**src/rtl/pll_seq_pkg.sv**
```systemverilog
// pll_seq_pkg: shared types and widths for the PLL lock sequencer.
package pll_seq_pkg;

    typedef enum logic [2:0] {RESET_HOLD, WAIT_LOCK, STABLE, RUN, FAIL} state_t;

    localparam int RETRY_W   = 3;
    localparam int LOL_CNT_W = 8;

    function automatic int max3(input int a, input int b, input int c);
        int m;
        m = (a > b) ? a : b;
        return (m > c) ? m : c;
    endfunction

endpackage

```
**src/rtl/sync_2ff.sv**
```systemverilog
// sync_2ff: 1-bit two-flop synchronizer with async active-low reset to 0.
module sync_2ff (
    input  logic clk,
    input  logic rst_n,
    input  logic d,
    output logic q
);
    logic meta;

    always_ff @(posedge clk or negedge rst_n)
        if (!rst_n) {q, meta} <= 2'b00;
        else        {q, meta} <= {meta, d};

endmodule

```
**src/rtl/pll_lock_sequencer.sv**
```systemverilog
// pll_lock_sequencer: PLL reset/lock handshake with timeout, retries and lock qualification.
// Define PLL_SEQ_LOL_STATS_EN to add the lol_cnt loss-of-lock counter output.
module pll_lock_sequencer
    import pll_seq_pkg::*;
#(
    parameter int RST_HOLD_CYCLES     = 16,
    parameter int LOCK_TIMEOUT_CYCLES = 65536,
    parameter int LOCK_STABLE_CYCLES  = 1024,
    parameter int MAX_RETRIES         = 3
) (
    input  logic               clk,
    input  logic               rst_n,
    input  logic               pll_locked,
    input  logic               relock_req,
    output logic               pll_rst,
    output logic               ready,
    output logic               fail,
    output logic [RETRY_W-1:0] retry_cnt
`ifdef PLL_SEQ_LOL_STATS_EN
   ,output logic [LOL_CNT_W-1:0] lol_cnt
`endif
);
    localparam int CNT_W = $clog2(max3(RST_HOLD_CYCLES, LOCK_TIMEOUT_CYCLES, LOCK_STABLE_CYCLES)) + 1;
    localparam logic [CNT_W-1:0] HOLD_LAST    = CNT_W'(RST_HOLD_CYCLES - 1);
    localparam logic [CNT_W-1:0] TIMEOUT_LAST = CNT_W'(LOCK_TIMEOUT_CYCLES - 1);
    localparam logic [CNT_W-1:0] STABLE_LAST  = CNT_W'(LOCK_STABLE_CYCLES - 1);

    state_t             state, state_nx;
    logic [CNT_W-1:0]   cnt, cnt_nx;
    logic [RETRY_W-1:0] retry_nx;
    logic               fail_nx;
    logic               locked_s;

    sync_2ff u_sync (.clk(clk), .rst_n(rst_n), .d(pll_locked), .q(locked_s));

    always_comb begin
        state_nx = state;
        retry_nx = retry_cnt;
        fail_nx  = fail;
        case (state)
            RESET_HOLD: state_nx = (cnt == HOLD_LAST) ? WAIT_LOCK : RESET_HOLD;
            WAIT_LOCK:
                if (locked_s) begin
                    state_nx = STABLE;
                end else if (cnt == TIMEOUT_LAST) begin
                    if (retry_cnt == RETRY_W'(MAX_RETRIES - 1)) begin
                        state_nx = FAIL;
                        retry_nx = RETRY_W'(MAX_RETRIES);
                        fail_nx  = 1'b1;
                    end else begin
                        state_nx = RESET_HOLD;
                        retry_nx = retry_cnt + RETRY_W'(1);
                    end
                end
            STABLE:
                if (!locked_s) begin
                    state_nx = WAIT_LOCK;
                end else if (cnt == STABLE_LAST) begin
                    state_nx = RUN;
                    retry_nx = '0;
                end
            RUN:     state_nx = locked_s ? RUN : RESET_HOLD;
            FAIL:    state_nx = FAIL;
            default: state_nx = RESET_HOLD;
        endcase
        // relock_req overrides any event decided above
        if (relock_req) begin
            state_nx = RESET_HOLD;
            retry_nx = '0;
            fail_nx  = 1'b0;
        end
        cnt_nx = (relock_req || state_nx != state) ? '0 : cnt + CNT_W'(1);
    end

    always_ff @(posedge clk or negedge rst_n)
        if (!rst_n) begin
            state     <= RESET_HOLD;
            cnt       <= '0;
            retry_cnt <= '0;
            fail      <= 1'b0;
            pll_rst   <= 1'b1;
            ready     <= 1'b0;
        end else begin
            state     <= state_nx;
            cnt       <= cnt_nx;
            retry_cnt <= retry_nx;
            fail      <= fail_nx;
            pll_rst   <= (state_nx == RESET_HOLD) || (state_nx == FAIL);
            ready     <= (state_nx == RUN);
        end

`ifdef PLL_SEQ_LOL_STATS_EN
    always_ff @(posedge clk or negedge rst_n)
        if (!rst_n)
            lol_cnt <= '0;
        else if (state == RUN && !locked_s && !relock_req && lol_cnt != '1)
            lol_cnt <= lol_cnt + LOL_CNT_W'(1);
`endif

endmodule

```
**config.mk**
```make
export PLATFORM = sky130hd
export DESIGN_NAME = pll_lock_sequencer
export DESIGN_NICKNAME = d
export VERILOG_FILES = /design/src/rtl/pll_seq_pkg.sv /design/src/rtl/sync_2ff.sv /design/src/rtl/pll_lock_sequencer.sv
export SDC_FILE = /design/constraint.sdc
export NUM_CORES = 1
export LEC_CHECK = 0
export BUFFER_PORTS_ARGS = -buffer_cell sky130_fd_sc_hd__buf_2
export CORE_ASPECT_RATIO = 1.5
export CORE_MARGIN = 5
export CORE_UTILIZATION = 50
export CTS_BUF_LIST = sky130_fd_sc_hd__clkbuf_8
export DETAILED_ROUTE_END_ITERATION = 12
export PLACE_DENSITY = 0.68
export SLEW_MARGIN = 20
export SYNTH_ARGS = -nofsm -noshare
export SYNTH_HDL_FRONTEND = slang
export SYNTH_HIERARCHICAL = 1
export SYNTH_SLANG_ARGS = --single-unit
```
**constraint.sdc**
```tcl
create_clock -name clk -period 3.02 [get_ports clk]
set_input_delay 0.604 -clock clk [delete_from_list [all_inputs] [get_ports clk]]
set_output_delay 0.604 -clock clk [all_outputs]
set_load 0.03 [all_outputs]
```
==> results.cfg <==
[clocking]
cts_sinks = 28
clk_latency_ns = 0.27
h-tree-depth = 1
root_buffer = clkbuf_8
clockBufferDepth = 2
cts_hold_buf = 0
clk_pin_slew_worst_paths_ns = 0.09
cts_tree = built
cts_made_buffers = 3

[critical_path]
crit_path_end_kind = flip-flop
r2r_cells = 10
worstReg2RegEnd = cnt[1]
cp.arrival_ns = 3.01
r2r_setup_slack_ns = 0.21
crit_required_ns = 3.22
setup.worst_path.start_class = flip-flop
worstPathMaxFanout = 17
r2r_start = cnt[0]
crit_type = flip-flop to flip-flop

[final_layout]
n_antenna_cell = 0
nNetsFinal = 165
synthToLayoutAreaGrowth_pct = 8.958
drive_gt1_frac = 0.1419
final_core_util = 0.5548
design_area_um2 = 1583
nFillCells = 254

[route]
drt_iter0_drc = 22
vias = 1038
ant_nets = 0
drc = 0
wl_per_cell_um = 13.32
viasPerCell = 5.351
dr.pass1.iters = 4
drt-total-wl_um = 2584

[synth]
async_flop_share = 1.000
seq_area_frac_synth = 0.4832
synth_edf_count = 0
synth_flop_cell = dfrtp_1
synthesis.nets = 154
synth_area_leaders = dfrtp_1 47%, nor2_1 6.2%, xor2_1 6.0%
yosysUniqueCellTypes = 37
yosysTopAreaCell = dfrtp_1
yosys_warnings = 6
ys_ff_latch = 28
syn_area_um2 = 1453
synth_top_area_frac = 0.4651
netlist_instances = 145
syn_avg_cell_area_um2 = 10.02

[sta]
clock_skew_ns = 0.003291
holdWs_ns = 0.3330
hold_viol = 0
max_freq_ghz = 0.3554
period_needed_ns = 2.814
fin_tns_setup_ns = 0
relSlewSlack = 0.5949
worst_slack_ns = 0.2061
slew_viol_final = 0
rsz0062_at_grt = false
setup_violations = 0
tightest_slew_ns = 0.6076
finalCritPeriodShare = 0.9317

[min_path]
hold_path.class = input pin to async pin

[global_routing]
grt_overflow = 0
grt_pass1_wl_um = 4588
grt_start_max_net_pins = 29
grt_usage = 0.1466
grt_pass1_vias = 1055
antenna_found_initial = 0

[flow_run]
cap_violations = 0

[die]
io_pins = 10
coreArea_um2 = 2853
rows = 24
initial_core_util = 0.5092
dieWidth_um = 54.01
die-area_um2 = 4106
die_height_um = 76.02

[power]
peakVddDrop_mv = 0.2974
power_density_nw_per_um2 = 402.7
p_leak_uw = 0.0007051

[place]
dpl-instance-area_um2 = 1523
place_congestion = 0.8555
place_ws_ns = 0.1822
portBuffers = 9
dp_hpwl_um = 1926

[status]
outcome = finished, final reports clean
-- cell type report --
class | instances | area (um2) | area share
multi-input combinational | 105 | 694.4 | 0.4387
clock buffer | 4 | 55.05 | 0.03478
timing repair buffer | 10 | 52.55 | 0.03320
sequential | 28 | 701.9 | 0.4435
tap | 39 | 48.80 | 0.03083
inverter | 8 | 30.03 | 0.01897
-- per-stage QoR --
step           total power [uW]  std cells
3_5_place_dp              419.0        190
6_report                  637.3        194
2_1_floorplan             408.9        145
4_1_cts                   648.6        194
5_1_grt                   665.9        194
3_3_place_gp              417.3        190
-- worst max path at each step --
stage | end | slack (ns) | startpoint | depth (start not counted)
floorplan | cnt[10] | 0.37 | cnt[0] | 11
global placement | retry_cnt[2] | 0.31 | cnt[0] | 9
detailed placement | retry_cnt[2] | 0.18 | cnt[0] | 9
CTS | retry_cnt[2] | 0.14 | cnt[0] | 9
global route | cnt[1] | 0.05 | cnt[0] | 10
finish | cnt[1] | 0.21 | cnt[0] | 10
-- layer usage --
| metal | GRT usage | wire (um) | vias up |
|---|---|---|---|
| li1 | - | - | 518 |
| met1 | 0.1724 | 1071 | 504 |
| met2 | 0.2597 | 1419 | 12 |
| met3 | 0.01761 | 57 | 4 |
| met4 | 0.05237 | 36 | 0 |
| met5 | 0 | 0 | - |
-- placed cells by master (no fill, tap or decap), types with 2 or more instances in the layout --
cell / synthesis / layout
o21ai_0: 2 / 2
and3_1: 3 / 3
buf_2: 1 / 9
a21oi_1: 4 / 4
xor2_1: 10 / 10
a211oi_1: 3 / 3
nor2_1: 24 / 24
nand3_1: 6 / 6
clkbuf_8: 0 / 4
nor3_1: 4 / 3
nand2_1: 10 / 10
dfrtp_1: 27 / 27
xnor2_1: 4 / 4
a31o_2: 2 / 2
or3_1: 2 / 2
nor3b_1: 2 / 2
nand2b_1: 3 / 3
inv_1: 8 / 8
a221o_1: 2 / 2
nand4_1: 2 / 2
or4_1: 3 / 3
ha_1: 5 / 5
nor4_1: 2 / 2
-- report_power, final --
part           internal (uW)  switching, uW
clock network            117            110
registers                380           5.14
logic                   8.11           18.3
total                    504            133
-- sequential cells by signal, indices dropped and copies added (netlist names) --
| name | cells |
|---|---|
| cnt | 17 |
| retry_cnt | 3 |
| state | 3 |
| fail | 1 |
| pll_rst | 1 |
| ready | 1 |
| u_sync/meta | 1 |
| u_sync/q | 1 |
-- timing repair --
item,in CTS,in global routing
setup buffers,0,0
gates resized for setup,0,1
endpoints found under the setup margin,0,1
endpoints found under the hold margin,0,0
-- logic make-up after synthesis --
logic type	share of synthesized area
simple gates	0.2308
flops	0.4832
compound gates	0.1163
xor+xnor	0.08440
buf+inv	0.04220
fa+ha+maj	0.04307
-- worst max-delay path: stages, from the launching register on --
cell and delay (ns):
dfrtp_1 0.42, ha_1 0.24, nand3_1 0.20, nor3_2 0.12, and3_1 0.20, ha_1 0.19, or3_1 0.31, a221o_1 0.35
a2111oi_4 0.38, a31oi_4 0.15, nor2b_1 0.18
-- cell usage after synthesis, drive strengths merged, types with 2 or more instances --
library cell and n:
xnor2 4, a221o 2, nand2b 3, nand2 10
nor4 2, a31o 2, or4 3, a31oi 2
xor2 10, nand3 6, nor3 4, a21oi 4
ha 5, a211oi 3, buf 3, or3 2
nand4 2, inv 8, dfrtp 27, and3 3
nor3b 2, nor2 24, o21ai 3
(Power assumes the default switching activity.)
